## config.mk

```make
export PLATFORM = sky130hd
export DESIGN_NAME = dw_lp_cntr_seq_ctrl
export DESIGN_NICKNAME = d
export VERILOG_FILES = /design/src/rtl/dw_lp_cntr_seq_ctrl.sv
export SDC_FILE = /design/constraint.sdc
export NUM_CORES = 1
export LEC_CHECK = 0
export CORE_ASPECT_RATIO = 0.6
export CORE_UTILIZATION = 40
export DETAILED_ROUTE_END_ITERATION = 8
export GPL_TIMING_DRIVEN = 0
export PLACE_DENSITY = 0.75
export SLEW_MARGIN = 20
export SYNTH_ARGS = -nofsm -noshare
export SYNTH_HDL_FRONTEND = slang
export SYNTH_SLANG_ARGS = --single-unit
```

## constraint.sdc

```tcl
create_clock -name clk -period 3.7 [get_ports clk]
set_clock_uncertainty 0.2 [all_clocks]
set_input_delay 0.74 -clock clk [delete_from_list [all_inputs] [get_ports clk]]
set_output_delay 0.74 -clock clk [all_outputs]
set_load 0.01 [all_outputs]
```

## src/rtl/dw_lp_cntr_seq_ctrl.sv

```systemverilog
// Load/count/repeat sequencer for dw_lp_cntr_up_df.
// Drives the counter's load, terminal value and enable; reports busy/done.
module dw_lp_cntr_seq_ctrl #(
   parameter int WIDTH = 4,
   parameter int RPT_W = 4
) (
   input  logic             clk,
   input  logic             rst_n,
   input  logic             start,
   input  logic             abort,
   input  logic [WIDTH-1:0] cfg_start_val,
   input  logic [WIDTH-1:0] cfg_term_val,
   input  logic [RPT_W-1:0] cfg_repeat,
   input  logic             cnt_term_count_n,
   output logic             cnt_ld_n,
   output logic [WIDTH-1:0] cnt_ld_count,
   output logic [WIDTH-1:0] cnt_term_val,
   output logic             cnt_enable,
   output logic             busy,
   output logic             done,
   output logic             aborted,
   output logic [RPT_W-1:0] run_idx
);

   typedef enum logic [2:0] {
      IDLE  = 3'd0,
      LOAD  = 3'd1,
      COUNT = 3'd2,
      DONE  = 3'd3,
      ABORT = 3'd4
   } state_t;

   state_t           state_q;
   state_t           state_d;
   logic [WIDTH-1:0] start_q;
   logic [WIDTH-1:0] term_q;
   logic [RPT_W-1:0] rpt_q;
   logic [RPT_W-1:0] idx_q;
   logic [RPT_W-1:0] idx_inc;
   logic [RPT_W:0]   idx_p1;
   logic             accept;
   logic             at_term;
   logic             last_run;

   assign accept   = (state_q == IDLE) && start && !abort;
   assign at_term  = (state_q == COUNT) && !cnt_term_count_n && !abort;
   assign idx_p1   = {1'b0, idx_q} + {{RPT_W{1'b0}}, 1'b1};
   assign last_run = !(idx_p1 < {1'b0, rpt_q});
   // Saturate so a full-scale repeat count never wraps the index.
   assign idx_inc  = (idx_q == {RPT_W{1'b1}}) ? idx_q : idx_p1[RPT_W-1:0];

   always_ff @(posedge clk or negedge rst_n) begin
      if (!rst_n) begin
         state_q <= IDLE;
      end else begin
         state_q <= state_d;
      end
   end

   always_ff @(posedge clk or negedge rst_n) begin
      if (!rst_n) begin
         start_q <= '0;
         term_q  <= '0;
         rpt_q   <= '0;
         idx_q   <= '0;
      end else if (accept) begin
         start_q <= cfg_start_val;
         term_q  <= cfg_term_val;
         rpt_q   <= (cfg_repeat == '0) ? {{(RPT_W-1){1'b0}}, 1'b1}
                                       : cfg_repeat;
         idx_q   <= '0;
      end else if (at_term) begin
         idx_q   <= idx_inc;
      end
   end

   always_comb begin
      state_d = state_q;
      unique case (state_q)
         IDLE: begin
            if (accept) state_d = LOAD;
         end
         LOAD: begin
            state_d = abort ? ABORT : COUNT;
         end
         COUNT: begin
            if (abort) begin
               state_d = ABORT;
            end else if (!cnt_term_count_n) begin
               state_d = last_run ? DONE : LOAD;
            end
         end
         DONE: begin
            state_d = abort ? ABORT : IDLE;
         end
         ABORT: begin
            state_d = IDLE;
         end
         default: begin
            state_d = IDLE;
         end
      endcase
   end

   // Enable is gated by the live flag so the counter stops on terminal.
   assign cnt_enable   = (state_q == COUNT) && cnt_term_count_n && !abort;
   assign cnt_ld_n     = (state_q != LOAD);
   assign cnt_ld_count = start_q;
   assign cnt_term_val = term_q;
   assign busy         = (state_q != IDLE);
   assign done         = (state_q == DONE);
   assign aborted      = (state_q == ABORT);
   assign run_idx      = idx_q;

endmodule
```

==> Word level (Yosys, flattened, before mapping) <==
Cells that the tools add are included.
{ "op_classes": {"eq_ne": 9, "reduce_logical": 14, "muxes": 11, "order_cmp": 1, "addsub": 1} }
{ "ops": {"columns": ["operator", "n"], "rows": [
  ["$mux 4", 4],
  ["$mux 3", 5],
  ["$pmux 3 s4", 1],
  ["$eq 3x2->1 const B", 2],
  ["$logic_and 1x1->1", 6],
  ["$add 4x1->5 const B", 1],
  ["$lt 5x4->1", 1],
  ["$eq 4x4->1 const B", 1],
  ["$logic_not 4->1", 1],
  ["$ne 2x2->1 const B", 2],
  ["$reduce_and 2->1", 2],
  ["$eq 3x1->1 const B", 1],
  ["$eq 3x3->1 const B", 1],
  ["$logic_not 3->1", 1],
  ["$ne 3x1->1 const B", 1],
  ["$ne 3x3->1 const B", 1],
  ["$reduce_bool 3->1", 1],
  ["$logic_not 1->1", 2],
  ["$mux 2", 1],
  ["$reduce_bool 2->1", 1]
]} }
{ "totals": {"ff_bits": 19, "inputBits": 17, "word_cells": 41, "out_inout_bits": 17} }

==> Longest topological paths before layout <==
{ "depth": {"depth_word": 6, "depth_mapped": 7, "depth_no_buf": 7} }

==> Worst setup path before layout <==
Ideal clock, no wire load.
{ "synth_path": {"path_kind": "input -> register", "from": "input abort", "to": "register start_q[0], in the netlist cnt_ld_count[0]", "t_arrival_ns": 2.039, "t_required_ns": 3.375, "path_stages": 5, "setup_time_ns": 0.125, "slack_ns": 1.335, "path_buffers": 2, "path_cell_list": "or4_4 > or2_1 > buf_6 > buf_12 > mux2_4"} }
{ "synth_between": {"elab_chain_cells": 2} }
{ "synth_rtl": {"columns": ["item", "line_no", "source"], "rows": [
  ["from (decl)", "10", "input logic abort,"],
  ["$logic_not 1->1", "45", "assign accept = (state_q == IDLE) && start && !abort;"],
  ["$logic_and 1x1->1", "45", null],
  ["to (signal assigned)", "67", "start_q <= cfg_start_val;"],
  ["to (decl)", "35", "logic [WIDTH-1:0] start_q;"]
]} }
Every way passes these cells.
A chain may end at the register's enable or synchronous reset.

==> Worst setup path after layout <==
{ "layout_path": {"from": "input abort", "to": "output cnt_enable"} }
{ "layout_between": {"elab_chain_cells": 2} }
{ "layout_rtl": {"columns": ["item", "line_no", "source"], "rows": [
  ["$logic_not 1->1", "106", "assign cnt_enable = (state_q == COUNT) && cnt_term_count_n && !abort;"],
  ["$logic_and 1x1->1", "106", null],
  ["to (decl)", "18", "output logic cnt_enable,"]
]} }
Every way passes these cells.

==> impl_metrics.yaml <==
grt:
  grt_pass1_wl_mm: 3.02
  antenna_found_initial: 0
  grt_pass1_vias: 669
  grt.overflow.total: 0
  grt_max_degree: 20
  grt.total_usage: 0.167
logic_synthesis:
  synth_cell_types: 30
  yosysTopAreaCellShare: 0.483
  yosys.area.top_type: "dfrtp_1"
  syn_nets: 100
  ys_seq_elements: 19
  synthCells: 79
  syn-cell-area_um2: 983
  synthTopCellsByArea: "dfrtp_1 48%, mux2_4 11%, ha_1 5.1%"
  synth_seq_area_share: 0.483
  synth_area_per_cell_um2: 12.4
  yosysWarningCount: 0
floorplanning:
  design.die.area_um2: 2670
  start_util: 0.438
  ios: 34
  core_area_um2: 2240
  num_rows: 13
  die_h_um: 40.4
  dieWidth_um: 66.0
clock_network:
  cts-htree-levels: 1
  clk_latency_ns: 0.26
  cts_buffer_depth: 2
  clkTransAtPathRegs_ns: 0.07
  clkSinkCount: 19
  cts_hold_buf: 0
  cts_tree: "done"
  cts-buffers-inserted: 3
  cts_setup_buffers: 0
  cts-root-buf: "clkbuf_8"
  cts_resized: 0
timing:
  grt_setup_unrepaired: "false"
  fmax_mhz: 299
  min_period_ns: 3.34
  tightest_slew_ns: 0.851
  hold_slack_ns: 0.307
  finalSetupViolCount: 0
  post-route-period-util: 0.904
  fin_setup_tns_ns: 0
  max_slew_margin: 0.431
  hold_viol_final: 0
  maxSlewViolCount: 0
setup_path:
  path_class: "input port to primary output"
  crit_path_end_kind: "primary output"
  cp_max_fo: 5
  r2r-start: "state_q[2]"
  r2r_slack_ns: 1.53
  crit_start: "abort"
  cp.arrival_ns: 2.40
  crit_required_ns: 2.76
  r2r_cells: 5
  critPathLaunchType: "input port"
  rr_endpoint: "cnt_term_val[2]"
layout:
  num-nets-final: 138
  drive_above_1_share: 0.190
  instances_no_fill: 146
  fill_cells: 168
  area_delta_synth_final_pct: 42.0
  diodes: 0
detailed_routing:
  detail_route.wl_per_cell_um: 13.2
  drtIter0Drc: 26
  wirelength_mm: 1.93
  viasPerCell: 5.03
  first_pass_iters: 4
  drtAntennaViolNets: 0
  drc: 0
  vias: 735
place:
  dp_cells: 142
  io_buffers: 33
  hpwl_mm: 1.46
  globalplace.congestion: 0.803
outcome:
  status: "finished clean"
min_path:
  whs_endpoint: "cnt_ld_count[3]"
  min_from: "cnt_ld_count[3]"
  min_path_cells: 1
  hp-class: "flip-flop to flip-flop"
job:
  maxCapViolCount: 0
power_and_ir_drop:
  pwr_density_cell_nw_per_um2: 452
  ir_drop_uv: 183
  p_leak_nw: 0.654
-- worst max path at each step --
stage | to | slack, ns | cells after the start
after CTS | cnt_enable | 0.33 | 4
after global routing | cnt_enable | 0.20 | 4
after floorplan | cnt_ld_count[0] | 1.34 | 5
after global placement | cnt_enable | 0.32 | 4
after detailed placement | cnt_enable | 0.34 | 4
final | cnt_enable | 0.36 | 4
-- sequential cells by signal, summed over array words and instances, names as in the netlist --
register and cells:
cnt_ld_count 4, cnt_term_val 4, rpt_q 4, run_idx 4
state_q 3
-- layout make-up --
type	count	area (µm²)	area share
timing repair buffer	33	330	0.237
tap	30	37.5	0.0269
multi-input combinational	52	454	0.325
sequential	19	475	0.341
clock buffer	4	45.0	0.0323
inverter	6	22.5	0.0161
buffer	2	31.3	0.0224
-- critical path: stages --
cell	delay, ns
clkdlybuf4s50_1	0.48
nor4b_1	0.47
and2_1	0.19
clkdlybuf4s50_1	0.53
-- cells in the mapped netlist, drive strengths merged --
library cell  instances
a32o                  1
or3b                  1
buf                   2
xor2                  2
o21a                  1
or4                   1
and2                  2
nand3                 1
nor4b                 2
mux2i                 3
ha                    4
or3                   2
o31ai                 1
o21ai                 6
nor3b                 1
dfrtp                19
a31oi                 2
nor2                  5
mux2                 11
a21boi                1
nor3                  1
and3b                 1
or4b                  1
or2                   1
nand2                 1
inv                   6
-- logic make-up (layout without fill, tap and decap cells) --
family,Yosys count,after routing,synth area share
and+or+nand+nor,20,20,0.134
buffers and inverters,8,45,0.0547
AOI/OAI and AO/OA,12,12,0.0763
adders and majority gates,4,4,0.0509
muxes,14,14,0.183
xor gates and xnor gates,2,2,0.0178
DFF,19,19,0.483
-- report_power, final --
group / internal [mW] / switching (mW) / total [mW]
logic: 0.137 / 0.0727 / 0.209
registers: 0.250 / 0.0267 / 0.277
clock network: 0.0767 / 0.0678 / 0.144
total: 0.464 / 0.167 / 0.631
-- metrics by stage --
step	power, mW	util	instance area, µm²	setup slack, ns
3_5_place_dp	0.490	0.602	1350	0.339
4_1_cts	0.637	0.622	1400	0.335
2_1_floorplan	0.386	-	983	1.34
6_report	0.631	0.622	1400	0.355
5_1_grt	0.667	0.622	1400	0.199
3_3_place_gp	0.483	0.602	1350	0.324
-- placed cells by master (no fill, tap or decap) --
master | netlist | layout
clkbuf_1 | 0 | 1
dfrtp_1 | 19 | 19
and2_1 | 1 | 1
or3_1 | 1 | 1
a21boi_0 | 1 | 1
and2_2 | 1 | 1
nor4b_1 | 2 | 2
o21ai_0 | 6 | 6
or2_1 | 1 | 1
nand2_1 | 1 | 1
inv_1 | 6 | 6
clkdlybuf4s50_1 | 0 | 33
xor2_1 | 2 | 2
nor3b_1 | 1 | 1
o21a_1 | 1 | 1
and3b_2 | 1 | 1
or3_2 | 1 | 1
or4_4 | 1 | 1
buf_6 | 1 | 1
buf_12 | 1 | 1
mux2_4 | 7 | 7
nor3_1 | 1 | 1
o31ai_1 | 1 | 1
ha_1 | 4 | 4
mux2_2 | 4 | 4
clkbuf_8 | 0 | 3
or3b_2 | 1 | 1
mux2i_1 | 3 | 3
nor2_1 | 5 | 5
a32o_1 | 1 | 1
a31oi_1 | 2 | 2
or4b_2 | 1 | 1
nand3_1 | 1 | 1
-- per-layer routing --
| metal | GRT usage | wire, µm |
|---|---|---|
| met1 | 0.197 | 947 |
| met2 | 0.255 | 768 |
| met3 | 0.0767 | 189 |
| met4 | 0.101 | 20 |
| met5 | 0 | 0 |
Note: power is estimated with default switching activity, not from simulation.
